$ cat src/rtl/pulse_window_scheduler.sv
// Sequences the photon counter into fixed windows, samples counts into a valid/ready FIFO and mirrors them to the LCD.
// Optional running sum on acc_o is built only when PWS_ACCUM_EN is defined.
module pulse_window_scheduler #(
    parameter int WINDOW_CYCLES = 80000,
    parameter int FIFO_DEPTH    = 8,
    parameter int DROP_W        = 16
) (
    input  logic              clk,
    input  logic              rst,
    input  logic              en,
    input  logic              start_i,
    input  logic              stop_i,
    input  logic [27:0]       win_len_i,
    output logic              gate_o,
    output logic              clr_o,
    input  logic [31:0]       cnt_i,
    input  logic              ovf_i,
    output logic              m_valid,
    input  logic              m_ready,
    output logic [39:0]       m_data,
    output logic [31:0]       lcd_data,
    output logic              lcd_upd,
    output logic [DROP_W-1:0] drop_cnt,
    output logic              busy_o,
    output logic [31:0]       acc_o
);
    localparam int AW = $clog2(FIFO_DEPTH);

    typedef enum logic [1:0] {S_IDLE, S_CLEAR, S_COUNT, S_LATCH} state_t;

    state_t              r_state;
    logic [27:0]         r_len;
    logic [27:0]         r_wcnt;
    logic                r_stop_pend;
    logic [6:0]          r_seq;
    logic                r_gate;
    logic                r_clr;
    logic                r_busy;
    logic                r_lcd_upd;
    logic [31:0]         r_lcd;
    logic [39:0]         r_mem [FIFO_DEPTH];
    logic [AW:0]         r_wr_ptr;
    logic [AW:0]         r_rd_ptr;
    logic [39:0]         r_last;
    logic [DROP_W-1:0]   r_drop;

    logic                w_empty;
    logic                w_full;
    logic                w_pop;
    logic                w_latch;
    logic                w_push;
    logic                w_drop;
    logic [39:0]         w_sample;

    assign w_empty  = (r_wr_ptr == r_rd_ptr);
    assign w_full   = (r_wr_ptr[AW] != r_rd_ptr[AW]) &&
                      (r_wr_ptr[AW-1:0] == r_rd_ptr[AW-1:0]);
    assign w_pop    = !w_empty && m_ready;
    // A window aborted by en in its LATCH cycle is discarded like any other partial window.
    assign w_latch  = (r_state == S_LATCH) && en;
    assign w_push   = w_latch && (!w_full || w_pop);
    assign w_drop   = w_latch && w_full && !w_pop;
    assign w_sample = {ovf_i, r_seq, cnt_i};

    always_ff @(posedge clk or posedge rst) begin
        if (rst) begin
            r_state     <= S_IDLE;
            r_len       <= '0;
            r_wcnt      <= '0;
            r_stop_pend <= 1'b0;
            r_seq       <= '0;
            r_gate      <= 1'b0;
            r_clr       <= 1'b0;
            r_busy      <= 1'b0;
            r_lcd_upd   <= 1'b0;
            r_lcd       <= '0;
        end else begin
            r_gate    <= 1'b0;
            r_clr     <= 1'b0;
            r_lcd_upd <= 1'b0;
            if (!en) begin
                r_state     <= S_IDLE;
                r_busy      <= 1'b0;
                r_stop_pend <= 1'b0;
            end else begin
                case (r_state)
                    S_IDLE: begin
                        if (start_i) begin
                            r_state     <= S_CLEAR;
                            r_clr       <= 1'b1;
                            r_busy      <= 1'b1;
                            r_stop_pend <= stop_i;
                            r_len       <= (win_len_i == '0) ? 28'(WINDOW_CYCLES) : win_len_i;
                        end
                    end
                    S_CLEAR: begin
                        r_wcnt      <= '0;
                        r_gate      <= 1'b1;
                        r_state     <= S_COUNT;
                        r_stop_pend <= r_stop_pend | stop_i;
                    end
                    S_COUNT: begin
                        r_wcnt      <= r_wcnt + 28'd1;
                        r_stop_pend <= r_stop_pend | stop_i;
                        if (r_wcnt == r_len - 28'd1) begin
                            r_state <= S_LATCH;
                        end else begin
                            r_gate  <= 1'b1;
                        end
                    end
                    default: begin
                        r_seq       <= r_seq + 7'd1;
                        r_lcd       <= cnt_i;
                        r_lcd_upd   <= 1'b1;
                        r_stop_pend <= 1'b0;
                        if (r_stop_pend || stop_i) begin
                            r_state <= S_IDLE;
                            r_busy  <= 1'b0;
                        end else begin
                            r_state <= S_CLEAR;
                            r_clr   <= 1'b1;
                        end
                    end
                endcase
            end
        end
    end

    always_ff @(posedge clk) begin
        if (w_push) begin
            r_mem[r_wr_ptr[AW-1:0]] <= w_sample;
        end
    end

    always_ff @(posedge clk or posedge rst) begin
        if (rst) begin
            r_wr_ptr <= '0;
            r_rd_ptr <= '0;
            r_last   <= '0;
            r_drop   <= '0;
        end else begin
            if (w_push) begin
                r_wr_ptr <= r_wr_ptr + 1'b1;
            end
            if (w_pop) begin
                r_rd_ptr <= r_rd_ptr + 1'b1;
                r_last   <= r_mem[r_rd_ptr[AW-1:0]];
            end
            if (w_drop && (r_drop != '1)) begin
                r_drop <= r_drop + 1'b1;
            end
        end
    end

    // Once drained, the output keeps showing the last popped entry rather than stale storage.
    assign m_valid  = !w_empty;
    assign m_data   = w_empty ? r_last : r_mem[r_rd_ptr[AW-1:0]];
    assign gate_o   = r_gate;
    assign clr_o    = r_clr;
    assign busy_o   = r_busy;
    assign lcd_data = r_lcd;
    assign lcd_upd  = r_lcd_upd;
    assign drop_cnt = r_drop;

`ifdef PWS_ACCUM_EN
    logic [31:0] r_acc;
    logic [32:0] w_sum;

    assign w_sum = {1'b0, r_acc} + {1'b0, cnt_i};

    always_ff @(posedge clk or posedge rst) begin
        if (rst) begin
            r_acc <= '0;
        end else if (w_latch) begin
            r_acc <= w_sum[32] ? 32'hFFFF_FFFF : w_sum[31:0];
        end
    end

    assign acc_o = r_acc;
`else
    assign acc_o = '0;
`endif

endmodule

$ cat config.mk
export PLATFORM = sky130hd
export DESIGN_NAME = pulse_window_scheduler
export DESIGN_NICKNAME = d
export VERILOG_FILES = /design/src/rtl/pulse_window_scheduler.sv
export SDC_FILE = /design/constraint.sdc
export NUM_CORES = 1
export LEC_CHECK = 0
export BUFFER_PORTS_ARGS = -buffer_cell sky130_fd_sc_hd__buf_2
export CORE_UTILIZATION = 55
export CTS_BUF_LIST = sky130_fd_sc_hd__clkbuf_4 sky130_fd_sc_hd__clkbuf_8
export DETAILED_ROUTE_END_ITERATION = 10
export GPL_TIMING_DRIVEN = 0
export PLACE_DENSITY = 0.75
export RECOVER_POWER = 25
export SYNTH_ARGS = -nofsm -noshare
export SYNTH_HDL_FRONTEND = slang
export SYNTH_SLANG_ARGS = --single-unit
$ cat constraint.sdc
create_clock -name clk -period 14.5 [get_ports clk]
set_input_delay 1.45 -clock clk [delete_from_list [all_inputs] [get_ports clk]]
set_output_delay 1.45 -clock clk [all_outputs]
set_load 0.03 [all_outputs]
==> impl_summary.log <==
[metrics] most frequent CP cell: clkbuf_1
[metrics] timing-limited maximum frequency: 200 MHz
[metrics] number of primary I/O pins: 192
[metrics] Critical Setup Path Class: reg -> out
[metrics] data arrival time at the worst-slack endpoint: 3.56 ns
[metrics] mean cell area of the mapped netlist: 14.8 µm²
[metrics] number of instances in the synthesized netlist: 1385
[metrics] grt ovf: 0
[metrics] overall die area: 0.0381 mm²
[metrics] CTS clk-pin slew, worst paths: 0.06 ns
[metrics] via count of the first global-routing pass: 12700
[metrics] worst path required time: 13.05 ns
[metrics] sequential cell area fraction in the yosys report: 67.1%
[metrics] post-CTS sizing: 0
[metrics] number of max-capacitance violations reported: 1
[metrics] antenna-violating nets left: 0
[metrics] maximum number of pins on one net before global-route repair: 111
[metrics] area overhead of the layout relative to synthesis: 16.8%
[metrics] Post-Synthesis Cell Area: 0.0205 mm²
[metrics] most frequently used cell type in the post-synthesis netlist: edfxtp_1
[metrics] count of distinct cell types in the synthesized netlist: 59
[metrics] wire length of the first global-routing pass: 70200 µm
[metrics] chain of cells forming the critical path: clkbuf_1, clkbuf_1, mux4_2, mux2i_1, a21oi_1, buf_2
[metrics] starting density of the core: 56.0%
[metrics] # fillers: 2613
[metrics] CTS root buffer: clkbuf_8
[metrics] total of flip-flops plus latches after synthesis: 486
[metrics] number of buffers inserted by post-CTS setup repair: 0
[metrics] overall power: 4.67 mW
[metrics] violated checks: max-capacitance violations, max-slew violations
[metrics] area fraction of the dominant cell type after synthesis: 46.9%
[metrics] Worst Path Max Fanout: 10
[metrics] Row Count: 70
[metrics] Post-Layout Cell Count: 2212
[metrics] Tightest Hold Check Type: reg -> reg
[metrics] Power per Cell Area: 195 mW/mm²
[metrics] count of unresolved DRC violations after routing: 0
[metrics] count of flip-flops with a built-in enable after synthesis: 320
[metrics] maximum clock insertion buffer count: 3
[metrics] asr flop ratio synth: 34.2%
[metrics] H-tree level count: 3
[metrics] core region area: 0.0366 mm²
[metrics] number of buffers added by the clock tree synthesis step: 80
[metrics] cell types occupying the most area after synthesis: edfxtp_1 47%, dfrtp_1 20%, mux4_2 8.8%
[metrics] maximum ir drop on the vdd rail: 0.199 mV
[metrics] number of hold buffers added after CTS: 0
[metrics] DP Wirelength: 29600 µm
[metrics] vertical extent of the die: 195 µm
[metrics] RD Place Congestion: 0.880
[metrics] prevailing post-synth register cell: edfxtp_1
[metrics] Final Setup Violations: 0
[metrics] aggregate routed wire length: 44700 µm
[metrics] buffers added on ports: 159
[metrics] kind of launch point of the worst setup path: flip-flop
[metrics] measured slew at the worst slew-check pin: 2.91 ns
[metrics] count of endpoints failing hold in the final timing report: 0
[metrics] final worst path period share: 34.5%
[metrics] post-place instance area: 0.0224 mm²
[metrics] Synth top cells by count: 320 x edfxtp_1, 166 x dfrtp_1, 149 x nand2_1
[metrics] via count: 12600
[metrics] layout net count: 1757
[metrics] via density per instance: 5.69
[metrics] highest cell delay on the worst timing path: 0.76 ns
[metrics] initial antenna violation count: 1
[metrics] critical-path cell with the highest stage delay: clkbuf_1
[metrics] Starting DRT DRC Count: 862
[metrics] synthesis warning total: 0
[metrics] total placed cells including tap cells: 2065
[metrics] slew margin rel.: -95.0%
[metrics] number of sinks on the clock net: 486
[metrics] time the worst path needs with I/O delays and setup: 5.01 ns
[metrics] Buffers & Inverters on Critical Path: 3
[metrics] TNS Setup: 0 ns
[metrics] RSZ-0062 raised after global routing: false
[metrics] number of detailed-route iterations in the first pass: 7
[metrics] Leakage Power: 9.27 nW
[metrics] gr usage total: 24.2%
[metrics] routed wirelength normalized by instance count: 20.2 µm
[metrics] kind of cell adding the most delay to the critical path: buffers and inverters
[metrics] horizontal die dimension: 195 µm
[metrics] result of the run: complete, but fails checks
[metrics] number of pins exceeding their max-slew limit in the final report: 57
[metrics] Clock Skews: 0.0313 ns
[metrics] cell type with the largest total area after synthesis: edfxtp_1
[metrics] type of element capturing the critical path: primary output
[metrics] Design Area, Final: 0.0239 mm²
[metrics] CTS tree: yes
[metrics] Worst-Skew Late Latency: 0.63 ns
[metrics] ratio of cells with drive above 1 in the final layout: 25.8%
==> area by class of cell <==
type                       instances  area (µm²)  area share, %
buffer                           106         542           2.26
sequential                       486       13800           57.5
antenna                            2        5.00         0.0209
inverter                          13        50.0          0.209
tap                              468         586           2.45
clock buffer                     115        1400           5.83
clock inverter                    30         239          0.998
multi-input combinational        811        6310           26.3
timing repair buffer             181        1060           4.44
==> sequential cells by signal (all words and copies together) (netlist names) <==
name / flops
r_rd_ptr: 4
gate_o: 1
busy_o: 1
r_seq: 7
r_state: 2
r_wcnt: 28
r_len: 28
lcd_upd: 1
r_last: 40
r_mem: 320
lcd_data: 32
drop_cnt: 16
r_stop_pend: 1
r_wr_ptr: 4
clr_o: 1
==> routing by layer <==
layer  up-vias  GRT usage (%)  routed length [µm]  share of wire (%)
li1       5717              -                   -                  -
met4         0           9.01                1170                2.6
met3        84           3.54                2700                6.1
met1      6321           33.8               19200                 43
met5         -              0                   0                  0
met2       464           39.1               21600                 48
==> cells in the final DEF, fill, tap and decap left out, types with 9 or more instances in the layout <==
master / n
a21oi_1: 47
buf_1: 14
buf_2: 131
buf_4: 32
buf_6: 19
clkbuf_1: 85
clkbuf_4: 30
clkbuf_8: 85
clkinv_1: 15
conb_1: 32
dfrtp_1: 166
edfxtp_1: 320
ha_1: 11
inv_1: 12
mux2_2: 35
mux2i_1: 42
mux4_2: 80
nand2_1: 149
nand3_1: 25
nand4_1: 18
nor2_1: 94
nor3_1: 11
nor4_1: 24
o21ai_0: 60
or4_1: 9
xnor2_1: 55
xor2_1: 32
==> cell families after synthesis <==
family	Yosys count	share of synthesized area, %
simple gates	382	8.84
compound gates	142	4.00
buf+inv	119	2.88
mux	157	12.8
flops	486	67.1
xor+xnor	87	3.72
fa+ha+maj	11	0.671
other cells	1	0.0183
==> stage by stage <==
step                hold slack [ns]  setup slack, ns  util (%)
detailed placement            0.473            10.04      61.1
global placement              0.462             5.61      60.1
floorplan                     0.451             8.56         -
finish                        0.481             9.49      65.4
global route                  0.506             9.20      65.4
CTS                           0.486             9.35      65.5
==> where the power goes <==
| part | internal (mW) | switching [mW] |
|---|---|---|
| clock network | 0.676 | 0.535 |
| registers | 1.65 | 0.132 |
| logic | 0.610 | 1.06 |
==> worst paths after layout <==
kind                       cells past startpoint                     from                       end  slack, ns
min in group asynchronous                      2                      rst     r_last[5]$_DFFE_PP0P_       1.65
max in group asynchronous                      3                      rst  lcd_data[23]$_DFFE_PP0P_      11.43
min                                            1  drop_cnt[9]$_DFFE_PP0P_   drop_cnt[9]$_DFFE_PP0P_       0.48
max reg2reg                                   10     r_len[0]$_DFFE_PP0P_    r_state[0]$_DFFE_PP0P_      10.84
max                                            6  r_rd_ptr[0]$_DFFE_PP0P_                 m_data[9]       9.49
min reg2reg                                    1  drop_cnt[9]$_DFFE_PP0P_   drop_cnt[9]$_DFFE_PP0P_       0.48
(Power assumes the default switching activity.)
